$ cat config.mk
export PLATFORM = sky130hd
export DESIGN_NAME = seq_multiplier
export DESIGN_NICKNAME = d
export VERILOG_FILES = /design/src/rtl/seq_multiplier.sv
export SDC_FILE = /design/constraint.sdc
export NUM_CORES = 1
export LEC_CHECK = 0
export CAP_MARGIN = 20
export CELL_PAD_IN_SITES_DETAIL_PLACEMENT = 0
export CELL_PAD_IN_SITES_GLOBAL_PLACEMENT = 2
export CORE_MARGIN = 5
export CORE_UTILIZATION = 34
export CTS_BUF_LIST = sky130_fd_sc_hd__clkbuf_8
export CTS_CLUSTER_DIAMETER = 50
export DETAILED_ROUTE_END_ITERATION = 7
export GPL_ROUTABILITY_DRIVEN = 0
export PLACE_DENSITY = 0.84
export SYNTH_ARGS = -nofsm -noshare
export SYNTH_HDL_FRONTEND = slang
export SYNTH_SLANG_ARGS = --single-unit
$ cat constraint.sdc
create_clock -name clk -period 2.9 [get_ports clk]
set_clock_uncertainty 0.2 [all_clocks]
set_input_delay 0.58 -clock clk [delete_from_list [all_inputs] [get_ports clk]]
set_output_delay 0.58 -clock clk [all_outputs]
set_load 0.02 [all_outputs]
$ cat src/rtl/seq_multiplier.sv
// Sequential shift-add multiplier: WIDTH x WIDTH -> 2*WIDTH product over WIDTH cycles.
// Signed operands are multiplied as magnitudes and the sign is applied at completion.
module seq_multiplier #(
   parameter int WIDTH = 4
) (
   input  logic                 clk,
   input  logic                 rst,
   input  logic                 start,
   input  logic                 signed_mode,
   input  logic [WIDTH-1:0]     a,
   input  logic [WIDTH-1:0]     b,
   output logic                 busy,
   output logic                 done,
   output logic [2*WIDTH-1:0]   p
);

   localparam int CNT_W = $clog2(WIDTH + 1);

   typedef enum logic [1:0] {IDLE, RUN, DONE} state_t;

   state_t               state_q, state_d;
   logic [2*WIDTH-1:0]   acc_q, acc_d;
   logic [2*WIDTH-1:0]   mcand_q, mcand_d;
   logic [2*WIDTH-1:0]   p_q, p_d;
   logic [WIDTH-1:0]     mplr_q, mplr_d;
   logic [CNT_W-1:0]     cnt_q, cnt_d;
   logic                 sm_q, sm_d;
   logic                 sign_q, sign_d;
   logic                 accept;
   logic [2*WIDTH-1:0]   sum;

   // Magnitude of the most negative value wraps to 2^(WIDTH-1), which is correct unsigned.
   function automatic logic [WIDTH-1:0] magnitude(input logic [WIDTH-1:0] v, input logic sgn);
      return (sgn && v[WIDTH-1]) ? (~v + 1'b1) : v;
   endfunction

   function automatic logic [2*WIDTH-1:0] apply_sign(input logic [2*WIDTH-1:0] v, input logic neg);
      return neg ? (~v + 1'b1) : v;
   endfunction

   assign accept = start && (state_q != RUN);
   assign sum    = acc_q + (mplr_q[0] ? mcand_q : '0);

   always_comb begin
      state_d = state_q;
      acc_d   = acc_q;
      mcand_d = mcand_q;
      mplr_d  = mplr_q;
      cnt_d   = cnt_q;
      sm_d    = sm_q;
      sign_d  = sign_q;
      p_d     = p_q;
      busy    = (state_q == RUN);
      done    = (state_q == DONE);

      case (state_q)
         IDLE: if (accept) state_d = RUN;
         RUN: begin
            acc_d   = sum;
            mcand_d = mcand_q << 1;
            mplr_d  = mplr_q >> 1;
            cnt_d   = cnt_q - CNT_W'(1);
            if (cnt_q == CNT_W'(1)) begin
               p_d     = apply_sign(sum, sm_q && sign_q);
               state_d = DONE;
            end
         end
         DONE:    state_d = accept ? RUN : IDLE;
         default: state_d = IDLE;
      endcase

      if (accept) begin
         sm_d    = signed_mode;
         sign_d  = signed_mode && (a[WIDTH-1] ^ b[WIDTH-1]);
         mcand_d = {{WIDTH{1'b0}}, magnitude(a, signed_mode)};
         mplr_d  = magnitude(b, signed_mode);
         acc_d   = '0;
         cnt_d   = CNT_W'(WIDTH);
      end
   end

   always_ff @(posedge clk) begin
      if (rst) begin
         state_q <= IDLE;
         acc_q   <= '0;
         mcand_q <= '0;
         mplr_q  <= '0;
         cnt_q   <= '0;
         sm_q    <= 1'b0;
         sign_q  <= 1'b0;
         p_q     <= '0;
      end else begin
         state_q <= state_d;
         acc_q   <= acc_d;
         mcand_q <= mcand_d;
         mplr_q  <= mplr_d;
         cnt_q   <= cnt_d;
         sm_q    <= sm_d;
         sign_q  <= sign_d;
         p_q     <= p_d;
      end
   end

   assign p = p_q;

endmodule

==> results.md <==
- Combinational Power Share: 15.8%
- Grt ovf: 0
- Clock Pin Slew Worst Setup and Hold Paths: 0.08 ns
- PortBufs: 21
- CTS tree: built
- Post-synth net total: 285
- CP max-delay cell: fa_2
- Antenna cell count: 0
- Post-route ant nets: 0
- Hold_buf cts: 0
- # setup viols final: 0
- Post-CTS setup buffer count: 0
- Largest net degree at the start of global routing: 31
- Hold WC Path Type: reg -> reg
- Reg power frac: ~49%
- VDD IR max: 0.179 mV
- Die ar.: 0.00766 mm^2
- Starting Density: 34.7%
- DP HPWL: around 3500 um
- Share of layout cells above drive strength 1: a little under a tenth
- Max Cap Viol: 0
- Clock Latency Late Sink: 0.29 ns
- Nets: 306
- Reg area: 702 um^2
- Buffer levels on the longest clock path: 2
- FFs w/ async S/R, synth: 0%
- Mean Syn Cell Area: 7.85 um^2
- Final Util: 41.7%
- First-pass GRT wire length: 7670 um
- #FFs+latches synth: 35
- Worst Path Required: 2.90 ns
- H-tree levels: 2
- Sequential fraction of the synthesis area: around 34%
- Grt met3 use: approximately 2.6%
- Sink Count: 35
- Drt first-iter violations: 94
- Max Freq: 367 MHz
- Worst slew pin tran: 0.605 ns
- Area of the multi-input gates: 0.00127 mm^2
- CP arrival: 2.72 ns
- Status: finished clean
- DR pass1 iterations: 4
- # rows: 28
- Top_reg_cell synth: dfxtp_1
- Type of the worst setup path: reg -> reg
- Clock share of power: 35.3%
- Fillers: 616
- Die height: 87.5 um
- Cell-internal power: 0.761 mW
- Synthesized cell area: 0.00204 mm^2
- Ratio of final minimum period to clock period: 94.0%
- Initial antenna violation count: 0
- IO Count: 22
- Met1 layer usage reported by global route: 16.2%
- Width of the die: 87.5 um
- PwrDens: 429 mW/mm^2
- RSZ-0062 raised after global routing: false
- TritonCTS Buffers: 5
- Crit. End Element: flop
- Final Hold Fails: 0
- Cell leakage power: between 0.9 and 1 nW
- Synth cell types: 45
- Core ar.: between 0.005 and 0.006 mm^2
- Crit-path cells: and2_1 > ha_1 > fa_2 > a211o_1 > and3_4 > nor2_4 > a2111oi_4 > or3_1 > a311oi_2
- Gr busiest metal: met2
- Root Driver: clkbuf_8
- Crit path launch type: flop
- Delay of the slowest critical-path stage: around 0.39 ns
- # DRC: 0
- Wire per inst: about 13 um
- Setup TNS Final: 0 ns
- Slew HR: 59.6%
- Vias in the first global route: 1638
- Met2 usage: 20.3%
- Synth Instances: 260
- Switching Fraction: 27.7%
- Detailed Route WL: 4710 um
- Post-CTS resize count: 0
- Pins Over Slew Limit: 0
- YS warnings: 0
- Via count: 1819
- Number of enable flip-flop cells after synthesis: 0
- Area Growth Syn to Fin: 20.2%
- Vias/cell: between 5 and 6
- Tmin final: 2.73 ns
- Crit Path Max Fanout: 9
- Sw power: 0.292 mW
- Total track usage: 12.6%
[synth_stat cells, types with 2 or more instances]
cell / instances / area share [%]
nand2_1: 40 / 7.4
dfxtp_1: 35 / 34
nor2_1: 29 / 5.3
a21oi_1: 28 / 6.9
ha_1: 12 / 7.4
inv_1: 12 / 2.2
clkbuf_1: 9 / 1.7
nand3_1: 9 / 2.2
a211oi_1: 7 / 2.6
and2_1: 7 / 2.1
a311oi_1: 6 / 2.6
nand2b_1: 4 / 1.2
nand4_1: 4 / 1.2
nor2b_1: 4 / 1.2
nor3_1: 4 / 0.98
o21ai_0: 4 / 0.98
or3_1: 4 / 1.2
xnor2_1: 4 / 1.7
buf_1: 3 / 0.55
nor3b_1: 3 / 1.1
xor2_1: 3 / 1.3
and3_1: 2 / 0.61
mux2i_1: 2 / 0.98
o21a_1: 2 / 0.74
o31ai_1: 2 / 0.74
or2_2: 2 / 0.61
[per-stage QoR]
| step | cell area, um^2 | std cells | hold WS (ns) | setup slack, ns | total power, mW |
|---|---|---|---|---|---|
| after global placement | 2340 | 349 | 0.246 | 0.184 | 0.689 |
| after global routing | 2450 | 357 | 0.279 | 0.0591 | 1.11 |
| final | 2450 | 357 | 0.252 | 0.174 | 1.05 |
| after CTS | 2430 | 357 | 0.258 | 0.0983 | 1.06 |
| after floorplan | 2040 | 260 | 0.235 | 0.292 | 0.632 |
| after detailed placement | 2340 | 349 | 0.247 | 0.128 | 0.690 |
[critical path, delay by kind of cell (launching register included)]
kind	cells	cell delay, ns
and+or+nand+nor	4	0.87
AOI/OAI and AO/OA	3	0.61
DFF	1	0.36
adders and majority gates	2	0.61
[cell usage in the layout, fill, tap and decap left out, types with 3 or more instances in the layout]
cell,Yosys,layout
nand3_1,9,9
clkbuf_8,0,6
o21ai_0,4,4
a21oi_1,28,27
nand2b_1,4,4
clkdlybuf4s50_1,0,21
nand4_1,4,4
dfxtp_1,35,34
nor3b_1,3,3
nor2_1,29,29
or3_1,4,4
nand2_1,40,40
xnor2_1,4,3
and2_1,7,7
a311oi_1,6,6
nor2b_1,4,4
nor3_1,4,4
xor2_1,3,3
inv_1,12,13
ha_1,12,12
a211oi_1,7,7
buf_4,0,5
[power by group through the flow]
stage | logic, mW | clock network (mW) | registers, mW
2_1_floorplan | 0.108 | 0 | 0.524
3_3_place_gp | 0.163 | 0 | 0.525
3_5_place_dp | 0.165 | 0 | 0.526
4_1_cts | 0.165 | 0.385 | 0.514
5_1_grt | 0.186 | 0.404 | 0.518
6_report | 0.166 | 0.372 | 0.515
[metal layers]
metal  vias up  share of wire [%]
li1        960                  -
met4         0                1.8
met5         -                  0
met1       813                 49
met2        38                 45
met3         8                4.3
[registers in the layout, indices dropped and copies added, names as in the netlist]
signal   cells
acc_q        8
mcand_q      8
mplr_q       4
cnt_q        3
state_q      2
p            8
sign_q       1
sm_q         1
[path summary, 6_finish.rpt]
check	from	to	slack [ns]	cells past startpoint
setup / recovery	mplr_q[0]$_SDFFE_PP0P_	p[6]$_SDFFE_PP0P_	0.17	9
hold reg to reg	p[2]$_SDFFE_PP0P_	p[2]$_SDFFE_PP0P_	0.25	2
hold / removal	p[2]$_SDFFE_PP0P_	p[2]$_SDFFE_PP0P_	0.25	2
setup reg to reg	mplr_q[0]$_SDFFE_PP0P_	p[6]$_SDFFE_PP0P_	0.17	9
[logic make-up after synthesis]
group / synth area share [%]
AO/OA/AOI/OAI: 21.8
XOR/XNOR: 3.00
adder cells (fa/ha/maj): 8.33
buffers and inverters: 4.41
flip-flops: 34.3
multiplexers: 0.980
AND/OR/NAND/NOR: 27.2
[final cells by class]
class                   instances  area share, %
repair buffers                 26           10.1
clock inverters                 2          0.510
inverters                      12           1.83
well taps                      75           3.82
multi-input cells             201           51.8
flip-flops and latches         35           28.6
clock buffers                   6           3.36
Power figures use the tool's default switching activity.
